==> config.mk <==
export PLATFORM = sky130hd
export DESIGN_NAME = riscv_test_sequencer
export DESIGN_NICKNAME = d
export VERILOG_FILES = /design/src/rtl/riscv_test_sequencer.sv
export SDC_FILE = /design/constraint.sdc
export NUM_CORES = 1
export LEC_CHECK = 0
export ABC_AREA = 1
export BUFFER_PORTS_ARGS = -buffer_cell sky130_fd_sc_hd__buf_4
export CORE_ASPECT_RATIO = 1.4
export CORE_MARGIN = 3
export CORE_UTILIZATION = 47
export DETAILED_ROUTE_END_ITERATION = 8
export HOLD_SLACK_MARGIN = 0.02
export MAX_ROUTING_LAYER = met4
export PLACE_DENSITY_LB_ADDON = 0.15
export SYNTH_ARGS = -nofsm -noshare
export SYNTH_HDL_FRONTEND = slang
export SYNTH_SLANG_ARGS = --single-unit
==> constraint.sdc <==
create_clock -name clk -period 3.6 [get_ports clk]
set_clock_uncertainty 0.15 [all_clocks]
set_input_delay 0.72 -clock clk [delete_from_list [all_inputs] [get_ports clk]]
set_output_delay 0.72 -clock clk [all_outputs]
set_load 0.05 [all_outputs]
==> src/rtl/riscv_test_sequencer.sv <==
// Self-check sequencer for the single-cycle core: reset hold, bounded run, regfile compare.
// Ports: clk/reset, start, exp_* table load, core_reset/dbg_reg_* to core, status outputs.
// Optional: define RISCV_SEQ_HALT_PC_EN to add core_pc/halt_pc early-halt on PC match.
module riscv_test_sequencer #(
`ifdef RISCV_SEQ_HALT_PC_EN
    parameter int PC_W         = 32,
`endif
    parameter int XLEN         = 32,
    parameter int REG_ADDR_W   = 5,
    parameter int NUM_CHECKS   = 16,
    parameter int IDX_W        = 4,
    parameter int RESET_CYCLES = 2,
    parameter int MAX_CYCLES   = 20,
    parameter int CNT_W        = 16
) (
    input  logic                  clk,
    input  logic                  reset,
    input  logic                  start,
    input  logic                  exp_we,
    input  logic [IDX_W-1:0]      exp_idx,
    input  logic                  exp_valid,
    input  logic [REG_ADDR_W-1:0] exp_addr,
    input  logic [XLEN-1:0]       exp_data,
`ifdef RISCV_SEQ_HALT_PC_EN
    input  logic [PC_W-1:0]       core_pc,
    input  logic [PC_W-1:0]       halt_pc,
`endif
    output logic                  core_reset,
    output logic [REG_ADDR_W-1:0] dbg_reg_addr,
    input  logic [XLEN-1:0]       dbg_reg_data,
    output logic                  running,
    output logic                  done,
    output logic                  pass,
    output logic [IDX_W:0]        fail_count,
    output logic [IDX_W-1:0]      first_fail_idx,
    output logic [XLEN-1:0]       first_fail_data,
    output logic [CNT_W-1:0]      cycle_count
);

    typedef enum logic [2:0] {
        IDLE,
        HOLD,
        RUN,
        CHECK,
        DONE
    } state_t;

    localparam logic [CNT_W-1:0] HOLD_LAST = CNT_W'(RESET_CYCLES - 1);
    localparam logic [CNT_W-1:0] RUN_LAST  = CNT_W'(MAX_CYCLES - 1);
    localparam logic [IDX_W-1:0] PTR_LAST  = IDX_W'(NUM_CHECKS - 1);

    state_t                  state;
    logic [NUM_CHECKS-1:0]   tbl_valid;
    logic [REG_ADDR_W-1:0]   tbl_addr [NUM_CHECKS];
    logic [XLEN-1:0]         tbl_data [NUM_CHECKS];
    logic [IDX_W-1:0]        ptr;
    logic [IDX_W-1:0]        ptr_nxt;
    logic [CNT_W-1:0]        hold_cnt;
    logic                    mis;
    logic [IDX_W:0]          fail_nxt;
    logic                    run_end;

    assign ptr_nxt  = ptr + 1'b1;
    assign mis      = tbl_valid[ptr] && (dbg_reg_data != tbl_data[ptr]);
    assign fail_nxt = fail_count + {{IDX_W{1'b0}}, mis};

`ifdef RISCV_SEQ_HALT_PC_EN
    assign run_end = (cycle_count == RUN_LAST) || (core_pc == halt_pc);
`else
    assign run_end = (cycle_count == RUN_LAST);
`endif

    // Table payload needs no reset; only the valid bits are cleared.
    always_ff @(posedge clk) begin
        if (state == IDLE && exp_we) begin
            tbl_addr[exp_idx] <= exp_addr;
            tbl_data[exp_idx] <= exp_data;
        end
    end

    always_ff @(posedge clk or negedge reset) begin
        if (!reset) begin
            state           <= IDLE;
            tbl_valid       <= '0;
            ptr             <= '0;
            hold_cnt        <= '0;
            core_reset      <= 1'b0;
            dbg_reg_addr    <= '0;
            running         <= 1'b0;
            done            <= 1'b0;
            pass            <= 1'b0;
            fail_count      <= '0;
            first_fail_idx  <= '0;
            first_fail_data <= '0;
            cycle_count     <= '0;
        end else begin
            if (state == IDLE && exp_we)
                tbl_valid[exp_idx] <= exp_valid;
            unique case (state)
                IDLE, DONE: begin
                    if (start) begin
                        state           <= HOLD;
                        done            <= 1'b0;
                        pass            <= 1'b0;
                        hold_cnt        <= '0;
                        cycle_count     <= '0;
                        fail_count      <= '0;
                        first_fail_idx  <= '0;
                        first_fail_data <= '0;
                    end
                end
                HOLD: begin
                    if (hold_cnt == HOLD_LAST) begin
                        state      <= RUN;
                        core_reset <= 1'b1;
                        running    <= 1'b1;
                    end else begin
                        hold_cnt <= hold_cnt + 1'b1;
                    end
                end
                RUN: begin
                    if (cycle_count != '1)
                        cycle_count <= cycle_count + 1'b1;
                    if (run_end) begin
                        state        <= CHECK;
                        core_reset   <= 1'b0;
                        running      <= 1'b0;
                        ptr          <= '0;
                        dbg_reg_addr <= tbl_addr[0];
                    end
                end
                CHECK: begin
                    fail_count <= fail_nxt;
                    if (mis && fail_count == '0) begin
                        first_fail_idx  <= ptr;
                        first_fail_data <= dbg_reg_data;
                    end
                    if (ptr == PTR_LAST) begin
                        state        <= DONE;
                        done         <= 1'b1;
                        pass         <= (fail_nxt == '0);
                        dbg_reg_addr <= '0;
                    end else begin
                        ptr          <= ptr_nxt;
                        dbg_reg_addr <= tbl_addr[ptr_nxt];
                    end
                end
                default: state <= IDLE;
            endcase
        end
    end

endmodule

**Word level (Yosys, flattened, before mapping)**

Memories as Yosys holds them, arrays and structs flattened.
Cells that the tools add are included.

- Register bits after elaboration: 104
- Bits in latches: 0
- RAM bits: 592
- Bits in read-only memories: 0
- Input bits: 78
- Output and inout port bits: 66
- Word-level logic and storage cells: 99
- Memories kept: 2

Memories:

| memory | words | bits a word | read ports | clocked after memory_dff | wr ports | RTL line | source |
|---|---|---|---|---|---|---|---|
| tbl_data | 16 | 32 | 1 | 0 | 1 | 55 | `logic [XLEN-1:0] tbl_data [NUM_CHECKS];` |
| tbl_addr | 16 | 5 | 2 | 0 | 1 | 54 | `logic [REG_ADDR_W-1:0] tbl_addr [NUM_CHECKS];` |

- $add $sub $neg: 4
- Multipliers: 0
- Div/mod/pow operators: 0
- Order comparisons: 3
- Equality and inequality tests: 17
- Shifts and indexed selects: 0
- Mux-type cells: 39
- Bitwise operators: 0
- Reductions and logical operators: 22

Operators with widths:

| cell | number |
|---|---|
| $mux 32 | 2 |
| $pmux 16 s2 | 2 |
| $pmux 32 s2 | 1 |
| $mux 16 | 3 |
| $add 16x1->16 const B | 2 |
| $ne 32x32->1 | 1 |
| $pmux 5 s2 | 2 |
| $reduce_and 3->1 | 6 |
| $bwmux 16 | 1 |
| $eq 16x1->1 const B | 1 |
| $eq 16x5->1 const B | 1 |
| $mux 4 | 4 |
| $ne 16x16->1 const B | 1 |
| $ne 2x2->1 const B | 8 |
| $pmux 4 s2 | 2 |
| $mux 5 | 3 |
| $mux 3 | 4 |
| $pmux 3 s4 | 1 |
| $logic_not 5->1 | 2 |
| $lt 4x5->1 const B | 2 |
| $reduce_bool 2->1 | 5 |
| $mux 1 | 9 |
| $eq 3x2->1 const B | 2 |
| $pmux 1 s2 | 3 |
| other kinds (13) | 17 |

**Logic depth before layout (Yosys ltp)**

Gate-level depths: netlist of the first run.

- Word-level depth: 7
- Gate-level depth with buffers: 23
- Depth with buffers taken out: 21

**Least setup slack after synthesis of the first run**

No wires, ideal clock.

- Kind: input to register
- Start point: input exp_we
- End point: memory tbl_addr[11][0] (enable)
- Library setup time: 0.434 ns
- Arrival: 2.650 ns
- Data required time: 3.016 ns
- Path slack: 0.366 ns
- Cell stages on the path: 4
- Buffers on the path: 0
- Cell sequence: nand3_1 > nor3_1 > inv_1 > nor2_1

- Longest elaborated chain between the ends: 3

Ends and longest elaborated chain:

| what | RTL line | source |
|---|---|---|
| start, declared | 19 | `input logic exp_we,` |
| $logic_and 1x1->1 | 75 | `if (state == IDLE && exp_we) begin` |
| $mux 1 | 75 |  |
| $mux 1 (not written as such) | 76 | `tbl_addr[exp_idx] <= exp_addr;` |
| end, declared | 54 |  |

Every way passes these cells.

**Final worst setup path of the first run**

- Start point: register ptr[0]
- End point: register pass

- Longest elaborated chain between the ends: 7
- Elaborated cells between the ends (all ways): 12
- Classes of those cells: 1 x add/sub; 3 x eq/ne; 4 x mux; 3 x reduce/logical; 1 x memory

Ends and longest elaborated chain:

| what | RTL line | source |
|---|---|---|
| start, declared | 56 | `logic [IDX_W-1:0] ptr;` |
| start signal, assigned | 144 | `ptr <= ptr_nxt;` |
| $mem_v2 16x32 / $bmux 1 s4 (equally long branches) | - |  |
| $ne 32x32->1 / $mux 1 (equally long branches) | 64 | `assign mis = tbl_valid[ptr] && (dbg_reg_data != tbl_data[ptr]);` |
| $logic_and 1x1->1 | 64 |  |
| $add 5x1->5 | 65 | `assign fail_nxt = fail_count + {{IDX_W{1'b0}}, mis};` |
| $logic_not 5->1 | 141 | `pass <= (fail_nxt == '0);` |
| $mux 1 | 138 | `if (ptr == PTR_LAST) begin` |
| $pmux 1 s2 | 99 | `unique case (state)` |
| end signal, assigned | 141 |  |
| end, declared | 33 | `output logic pass,` |

Several ways; a longest one is shown, not always the timed one. The select of a mux whose other input is x is not followed.
A chain may end at the register's enable or synchronous reset.

==> results of run 1 <==
## power breakdown
group          switching [mW]  internal [mW]
registers               0.276           9.19
logic                    7.40           4.31
clock network            3.08           4.22
total                    10.8           17.7
## logic make-up (layout without fill, tap and decap cells)
| family | Yosys count | count (layout) | share of synthesized area |
|---|---|---|---|
| and+or+nand+nor | 1439 | 1439 | 0.198 |
| DFF | 696 | 696 | 0.672 |
| buffers and inverters | 514 | 775 | 0.0706 |
| AOI/OAI and AO/OA | 275 | 275 | 0.0528 |
| xor gates and xnor gates | 14 | 14 | 0.00404 |
| adders and majority gates | 6 | 6 | 0.00248 |
| other | 0 | 2 | 0 |
## timing repair
| item | CTS | global route |
|---|---|---|
| resized for setup | 101 | 47 |
| cloned | 12 | 1 |
| setup endpoints to repair | 5 | 2 |
| pin swaps | 24 | 31 |
| setup buffers | 23 | 1 |
## flip-flops by register name, summed over array words and instances, names as in the netlist
register and count:
tbl_data 512, tbl_addr 80, first_fail_data 32, cycle_count 16, hold_cnt 16, tbl_valid 16
dbg_reg_addr 5, fail_count 5, first_fail_idx 4, ptr 4, state 3, done 1
pass 1, running 1
## final cells by class
type	instances	area [µm²]	area share
Sequential cell	696	20400	0.559
Multi-Input combinational cell	1734	8240	0.226
Timing Repair Buffer	279	3120	0.0855
Clock buffer	87	1910	0.0524
Inverter	370	1410	0.0386
Tap cell	832	1040	0.0285
Clock inverter	39	370	0.0101
Antenna cell	2	5.00	0.000137
## worst reg2reg max path, cell delays in order (launching register included)
cell and delay [ps]:
dfrtp_4 530, buf_12 160, inv_12 70, buf_16 150, buf_12 140, nand2_1 60, nand3_1 70, nand3_1 80
nand3_1 130, nand2_1 70, nand2_1 70, nand2_2 80, inv_2 100, nand2_1 100, nor2_4 120, nand2_2 70
nor2_4 190, a21boi_2 110, ha_4 180, ha_4 180, nand3_4 90, xor2_2 190, nor4_2 60, a32o_1 240
## how the worst max path moves through the flow
stage	startpoint	to	slack, ps	cells after the start
2_1_floorplan	exp_we	tbl_addr[11][0]	370	4
3_3_place_gp	ptr[0]	pass	-360	22
3_5_place_dp	ptr[0]	pass	-470	22
4_1_cts	ptr[0]	pass	6	23
5_1_grt	ptr[0]	pass	-50	23
6_report	ptr[0]	pass	120	23
## metrics by stage
step	setup WS, ps	cells
after floorplan	366	2944
after global placement	-359	3881
after detailed placement	-467	3881
after CTS	5.87	4039
after global routing	-53.0	4039
final	117	4039
## per-layer routing
layer | track usage | vias to the layer above
met3 | 0.0428 | 173
met5 | - | -
met1 | 0.344 | 10609
met4 | 0.0841 | 0
li1 | - | 10287
met2 | 0.437 | 881
## cell usage in the layout, fill, tap and decap left out, types with 37 or more instances in the layout
master / synthesis / routed
buf_4: 26 / 201
o21ai_0: 150 / 124
clkbuf_16: 0 / 73
buf_12: 0 / 52
nand3_1: 386 / 360
nand2_1: 781 / 757
edfxtp_1: 592 / 592
nor2_1: 222 / 196
inv_1: 365 / 357
o211ai_1: 37 / 37
dfrtp_1: 104 / 100
==> flow_summary.ini, run 1 <==
[run_status]
status = complete, no violations

[logic_synthesis]
synth_seq_cells = 696
syn_nets = 3028
syn-cell-area_um2 = 30300
ys.flop_type = edfxtp_1
ys_async_sr_fraction = 0.149
synth_cells = 2944
yosys_warnings = 0
synth_enable_flop_cells = 592
synthMostInstantiatedCell = nand2_1
yosysUniqueCellTypes = 40
ys_seq_area_frac = 0.672
yosys.area.top_type = edfxtp_1
yosys-top-cells-count = nand2_1 (781), edfxtp_1 (592), nand3_1 (386)
synthTopCellsByArea = edfxtp_1 (59%), nand2_1 (9.7%), dfrtp_1 (8.6%)
avgSynthCellArea_um2 = 10.3
synth_top_area_share = 0.586

[worst_setup_path]
cp_slowest_stage_delay_ps = 530
worstSetupPathType = register to register
crit_fanout = 10
reg2reg_to = pass
crit_arrival_ps = 3830
cp_data_required_time_ps = 3940
crit_top_cell = nand2_1
cp-start-kind = register
crit_path_cell_trace = buf_12 -> inv_12 -> buf_16 -> buf_12 -> nand2_1 -> nand3_1 -> nand3_1 -> nand3_1 -> nand2_1 -> nand2_1 -> nand2_2 -> inv_2 -> nand2_1 -> nor2_4 -> nand2_2 -> nor2_4 -> a21boi_2 -> ha_4 -> ha_4 -> nand3_4 -> xor2_2 -> nor4_2 -> a32o_1
r2r-start = ptr[0]
cpMaxStageDelayCell = dfrtp_4
r2r_slack_ps = 120
cp-end-kind = register
path_buf_inv = 5
critPathTopFamily = simple AND/OR/NAND/NOR gates
r2r_cells = 23

[power_and_ir_drop]
irDropWorstVdd_mv = 0.561
p_per_area_nw_per_um2 = 780
p_leak_nw = 15.1
p_total_mw = 28.5

[floorplanning]
start_util = 0.477
core.rowCount = 109
ios = 144
fp.dieArea_um2 = 67700
die_w_um = 221
fp.coreArea_um2 = 63600
die_h_um = 307

[layout]
num-nets-final = 3233
final_core_util = 0.574
drive_gt1_frac = 0.155
num-fill-cells = 5304
area_growth_pct = 20.3
postLayoutCellArea_um2 = 36500

[sta]
tns_ps = 0
fin_crit_sh = 0.968
setup_viol = 0
final_hold_viol_count = 0
clock.fmax_mhz = 287
max_slew_margin = 0.330
max_slew.worst_pin.slew_ps = 1010
fin_crit_ps = 3480
slew_viol_final = 0
whs_ps = 117

[detailed_routing]
wl_met1_mm = 35.4
drc = 0
drt_pre_antenna_iters = 6
wl_mm = 87.2
met3_wirelength_mm = 6.46
drtAntennaViolNets = 0
num_vias = 21950
drt_iter0_drc = 2257
highest_layer = met4
wl_met2_mm = 42.7
routedWlPerCell_um = 21.6
viasPerCell = 5.43

[global_routing]
grt_max_degree = 72
first_global_vias = 21494
grt.total_usage = 0.267
antenna_found_initial = 2
globalRouteOverflowTotal = 0
grt_first_pass_wirelength_mm = 132

[place]
numPortBuffers = 143
gp_congestion = 0.875
hpwl_mm = 48.2
postPlaceCellArea_um2 = 33200

[clocking]
htreeDepth = 3
path_clk_slew_ps = 60
clk_latency_ps = 610
cts-buffers-inserted = 68
cts_buffer_depth = 3
clk_root_buffer_cell = clkbuf_16
tritoncts = built
cts_hold_buf = 0
cts.sinks = 696

[run]
max-cap-violations = 0

[min_path]
hold_class = primary input to asynchronous set/reset pin
No activity file was read; power rests on OpenSTA's default activity.
==> run 2: changes to the inputs <==
RECOVER_POWER = 50   (was default)
SLEW_MARGIN = 5   (was default)
==> run 2 against run 1 <==
Against the previous run: the run now ends with max-capacitance violations, max-slew violations left; setup slack lost 10 ps; count of clock-buffer cells in the layout unchanged; cell count about the same; power down 0.52%; largest power group unchanged; sequential share of layout area increased by 0.40 points; hold slack improved by 110 ps; design area fell by 0.71%; maximum frequency fell by 0.30%; flip-flop and latch count stayed put; critical path depth did not move.
==> flow_summary.ini, run 2 (synthesized netlist as in run 1, its figures left out) <==
[global_routing]
antenna_found_initial = 4
busiest_layer = met2
use_met2 = 0.437
grtUsageMet1 = 0.344
grt_max_degree = 72
grt.total_usage = 0.267
grt_first_pass_wirelength_mm = 132
first_global_vias = 21494
globalRouteOverflowTotal = 0
use_met3 = 0.0428

[sta]
max_slew_margin = -0.293
setup_viol = 0
clock.fmax_mhz = 286
slew_viol_final = 72
fin_crit_ps = 3490
whs_ps = 228
final_hold_viol_count = 0
fin_crit_sh = 0.970
max_slew.worst_pin.slew_ps = 1940

[detailed_routing]
routedWlPerCell_um = 21.5
viasPerCell = 5.43
wl_mm = 87.1
num_vias = 21937
drt_iter0_drc = 2410
drc = 0
drt_pre_antenna_iters = 5
drtAntennaViolNets = 0

[layout]
num-nets-final = 3233
drive_gt1_frac = 0.133
num-fill-cells = 5356
final_cell_mix = nand2_1 (757), edfxtp_1 (592), nand3_1 (360)
final_cells = 4041
largest_register = tbl_data
area_growth_pct = 19.5
layout_commonest_cell = nand2_1
reg.largest.list = tbl_data (512), tbl_addr (80), first_fail_data (32)
largest_register_ffs = 512

[place]
numPortBuffers = 143
gp_congestion = 0.875
hpwl_mm = 48.2
placed_cells = 3881

[clocking]
cts-buffers-inserted = 68
path_clk_slew_ps = 60
cts_buffer_depth = 3
tritoncts = built
clk_root_buffer_cell = clkbuf_16
htreeDepth = 3
cts.sinks = 696
clk_latency_ps = 610

[power_and_ir_drop]
p_leak_nw = 14.8
intPower_mw = 17.6
irDropWorstVdd_mv = 0.561
p_per_area_nw_per_um2 = 782
switching_power_mw = 10.7
seqPwrFrac = 0.334
swShare = 0.379
pwr-share-clk = 0.258
pwr-share-comb = 0.408

[floorplanning]
start_util = 0.477
fp.coreArea_um2 = 63600
ios = 144
core.rowCount = 109
die_h_um = 307
die_w_um = 221
fp.dieArea_um2 = 67700

[worst_setup_path]
cp-start-kind = register
crit_arrival_ps = 3840
cp-end-kind = register
worstSetupPathType = register to register
crit_fanout = 10
cp_data_required_time_ps = 3950

[run_status]
status = finished, violations left
violations = max-capacitance violations, max-slew violations

[run]
max-cap-violations = 1

[min_path]
hold_class = primary input to register
[run 2: cell count changes in the layout (fill, tap and decap cells not counted)]
cell      previous run  this run
clkbuf_2             0         1
diode_2              2         4
buf_4              201       130
clkbuf_1             9        79
[run 2: power groups by stage]
stage	combinational (mW)	clock [mW]	sequential (mW)
6_report	11.6	7.30	9.47
5_1_grt	12.6	7.76	9.50
4_1_cts	11.6	7.41	9.46
3_5_place_dp	10.3	0	9.62
3_3_place_gp	10.2	0	9.60
2_1_floorplan	5.89	0	10.2
[run 2: per-layer routing]
metal	wire length [µm]	part of all wire	up-vias
met1	35300	0.41	10605
met4	2520	0.029	0
met5	0	0	-
met3	6390	0.073	164
met2	42800	0.49	875
li1	-	-	10293
[run 2: through the flow]
stage	cell area [µm²]	setup WS, ps	setup TNS, ps	util	total power, mW
2_1_floorplan	30300	366	0	-	16.1
3_3_place_gp	33200	-359	-672	0.523	19.8
3_5_place_dp	33200	-467	-1090	0.523	19.9
4_1_cts	36400	5.87	0	0.573	28.5
5_1_grt	36200	-53.0	-53.0	0.570	29.9
6_report	36200	107	0	0.570	28.3
[run 2: worst paths after layout]
path,startpoint,end,slack [ps],depth (start not counted)
max in group asynchronous,reset,first_fail_data[18],720,2
max,ptr[0],pass,110,23
min in group asynchronous,reset,first_fail_data[25],490,1
min reg2reg,done,done,330,2
min,exp_valid,tbl_valid[1],230,3
max reg2reg,ptr[0],pass,110,23
[run 2: timing repair]
action                     4_1_cts  5_1_grt
gates cloned                    12        1
setup buffers                   23        1
pin swaps                       24       31
hold buffers                     0        0
gates resized for setup        101       47
setup endpoints to repair        5        2
[run 2: layout make-up]
cell class,count,area [µm²],share of cell area
antenna,4,10.0,0.000276
sequential,696,20400,0.563
clock buffer,87,1910,0.0528
tap,832,1040,0.0287
multi-input combinational,1734,8240,0.228
clock inverter,39,370,0.0102
inverter,370,1410,0.0389
timing repair buffer,279,2850,0.0787
[run 2: critical path, stage by stage, from the launching register on]
cell	delay, ps
dfrtp_4	530
buf_12	160
inv_12	70
buf_16	140
buf_12	130
nand2_1	60
nand3_1	70
nand3_1	80
nand3_1	120
nand2_1	70
nand2_1	70
nand2_2	80
inv_2	110
nand2_1	100
nor2_4	120
nand2_2	70
nor2_4	180
a21boi_2	100
ha_4	180
ha_4	180
nand3_4	90
xor2_2	190
nor4_2	60
a32o_1	240
==> run 3: changes to the inputs <==
CELL_PAD_IN_SITES_DETAIL_PLACEMENT = 0   (was default)
CELL_PAD_IN_SITES_GLOBAL_PLACEMENT = 1   (was default)
==> run 3 against run 2 <==
Against the previous run: the run still ends with max-capacitance violations, max-slew violations left; first-iteration DRC count down 12%; cell count is the same; critical path depth is 3 lower; clock power is 2% higher; register-to-register slack worse by 30 ps; sequential power is essentially flat; via count fell by 0.41%; critical path type unchanged; critical endpoint unchanged; highest routed layer unchanged.
==> flow_summary.ini, run 3 (synthesized netlist as in run 1, its figures left out) <==
[layout]
area_growth_pct = 18.5
final_cells = 4041
final_cell_mix = nand2_1 (767), edfxtp_1 (592), nand3_1 (366)
reg.largest.list = tbl_data (512), tbl_addr (80), first_fail_data (32)
layout_commonest_cell = nand2_1
num-nets-final = 3231
drive_gt1_frac = 0.125
largest_register_ffs = 512
largest_register = tbl_data

[clocking]
cts_hold_buf = 0
cts.sinks = 696
clk_root_buffer_cell = clkbuf_16
htreeDepth = 3
cts_buffer_depth = 3
tritoncts = built
clk_latency_ps = 610
cts-buffers-inserted = 69
path_clk_slew_ps = 60

[global_routing]
grt_max_degree = 65
first_global_vias = 21559
grt.total_usage = 0.272
grt_first_pass_wirelength_mm = 133
globalRouteOverflowTotal = 0
antenna_found_initial = 5

[detailed_routing]
wl_mm = 88.7
viasPerCell = 5.41
routedWlPerCell_um = 22.0
drt_pre_antenna_iters = 5
drtAntennaViolNets = 0
drc = 0
drt_iter0_drc = 2126
num_vias = 21847

[worst_setup_path]
cp_data_required_time_ps = 3990
crit_fanout = 8
worstSetupPathType = register to register
crit_top_cell = nand2_1
cp_slowest_stage_delay_ps = 540
cpMaxStageDelayCell = dfrtp_4
crit_path_cell_trace = clkinv_8 -> buf_12 -> buf_6 -> o211ai_1 -> nand3_1 -> nand3_1 -> nand2_1 -> nand2_1 -> nand2_1 -> nand2_2 -> nor2_1 -> nand2_1 -> nor2_2 -> a21boi_4 -> ha_4 -> ha_4 -> nand3_4 -> xor2_2 -> nor4_2 -> a32o_1
crit_arrival_ps = 3910
cp-start-kind = register
r2r_slack_ps = 80
cp-end-kind = register

[floorplanning]
core.rowCount = 109
ios = 144
start_util = 0.477
fp.dieArea_um2 = 67700
fp.coreArea_um2 = 63600
die_w_um = 221
die_h_um = 307

[power_and_ir_drop]
p_per_area_nw_per_um2 = 776
irDropWorstVdd_mv = 0.462
p_leak_nw = 14.7

[place]
hpwl_mm = 51.3
numPortBuffers = 143
placed_cells = 3889
gp_congestion = 0.844

[sta]
fin_crit_sh = 0.978
setup_viol = 0
slew_viol_final = 65
max_slew.worst_pin.slew_ps = 1930
max_slew_margin = -0.286
tns_ps = 0
clock.fmax_mhz = 284
final_hold_viol_count = 0
fin_crit_ps = 3520
rsz0062_at_grt = true

[run_status]
status = finished, violations left
violations = max-capacitance violations, max-slew violations

[run]
max-cap-violations = 1

[min_path]
hold_class = primary input to register
-- run 3: cell types whose count changed in the layout (fill, tap and decap cells not counted), moves of 8 or more --
cell,change
o21ai_0,+16
o21ai_1,-15
nand2_2,-8
buf_4,+11
nand2_1,+10
-- run 3: layout make-up --
cell class	instances	area (µm²)
Multi-Input combinational cell	1734	8140
Tap cell	832	1040
Inverter	370	1400
Fill cell	5562	27600
Timing Repair Buffer	276	2620
Sequential cell	696	20400
Antenna cell	5	12.5
Clock buffer	93	1980
Clock inverter	35	347
-- run 3: repair_timing --
item	CTS	global route
setup endpoints to repair	1	2
gates resized for setup	28	54
pin swaps	8	29
cloned	4	2
buffers inserted	10	6
-- run 3: per-stage QoR --
stage | setup slack (ps) | hold slack [ps] | cell area [µm²] | util | total power, mW
after floorplan | 366 | 274 | 30300 | - | 16.1
after global placement | -35.8 | 311 | 33300 | 0.523 | 19.8
after detailed placement | -53.9 | 318 | 33300 | 0.523 | 19.9
after CTS | 4.65 | 137 | 35900 | 0.565 | 27.8
after global routing | -125 | 225 | 35900 | 0.566 | 29.4
final | 79.6 | 241 | 35900 | 0.566 | 27.9
-- run 3: power breakdown --
part	switching, mW	internal, mW	total (mW)
Sequential	0.280	9.19	9.47
Combinational	7.23	3.75	11.0
Clock	3.11	4.31	7.43
-- run 3: worst paths after layout --
check / start / end / cells after the start
setup / recovery: ptr[0] / pass / 20
hold / removal: exp_valid / tbl_valid[7] / 3
setup reg to reg: ptr[0] / pass / 20
hold reg to reg: done / done / 2
max in group asynchronous: reset / fail_count[4] / 2
min in group asynchronous: reset / first_fail_data[19] / 1
-- run 3: worst max-delay path, delay by kind of cell, from the launching register on --
kind	cells	cell delay, ps
AO/OA/AOI/OAI	3	600
XOR/XNOR	1	210
adder cells (fa/ha/maj)	2	340
buffers and inverters	3	420
flip-flops	1	540
AND/OR/NAND/NOR	11	1190
-- run 3: metal layers --
layer,vias up,share of wire,GRT usage
met2,715,0.50,0.450
met3,169,0.060,0.0377
li1,10287,-,-
met1,10676,0.41,0.349
met4,0,0.031,0.0844
met5,-,0,-
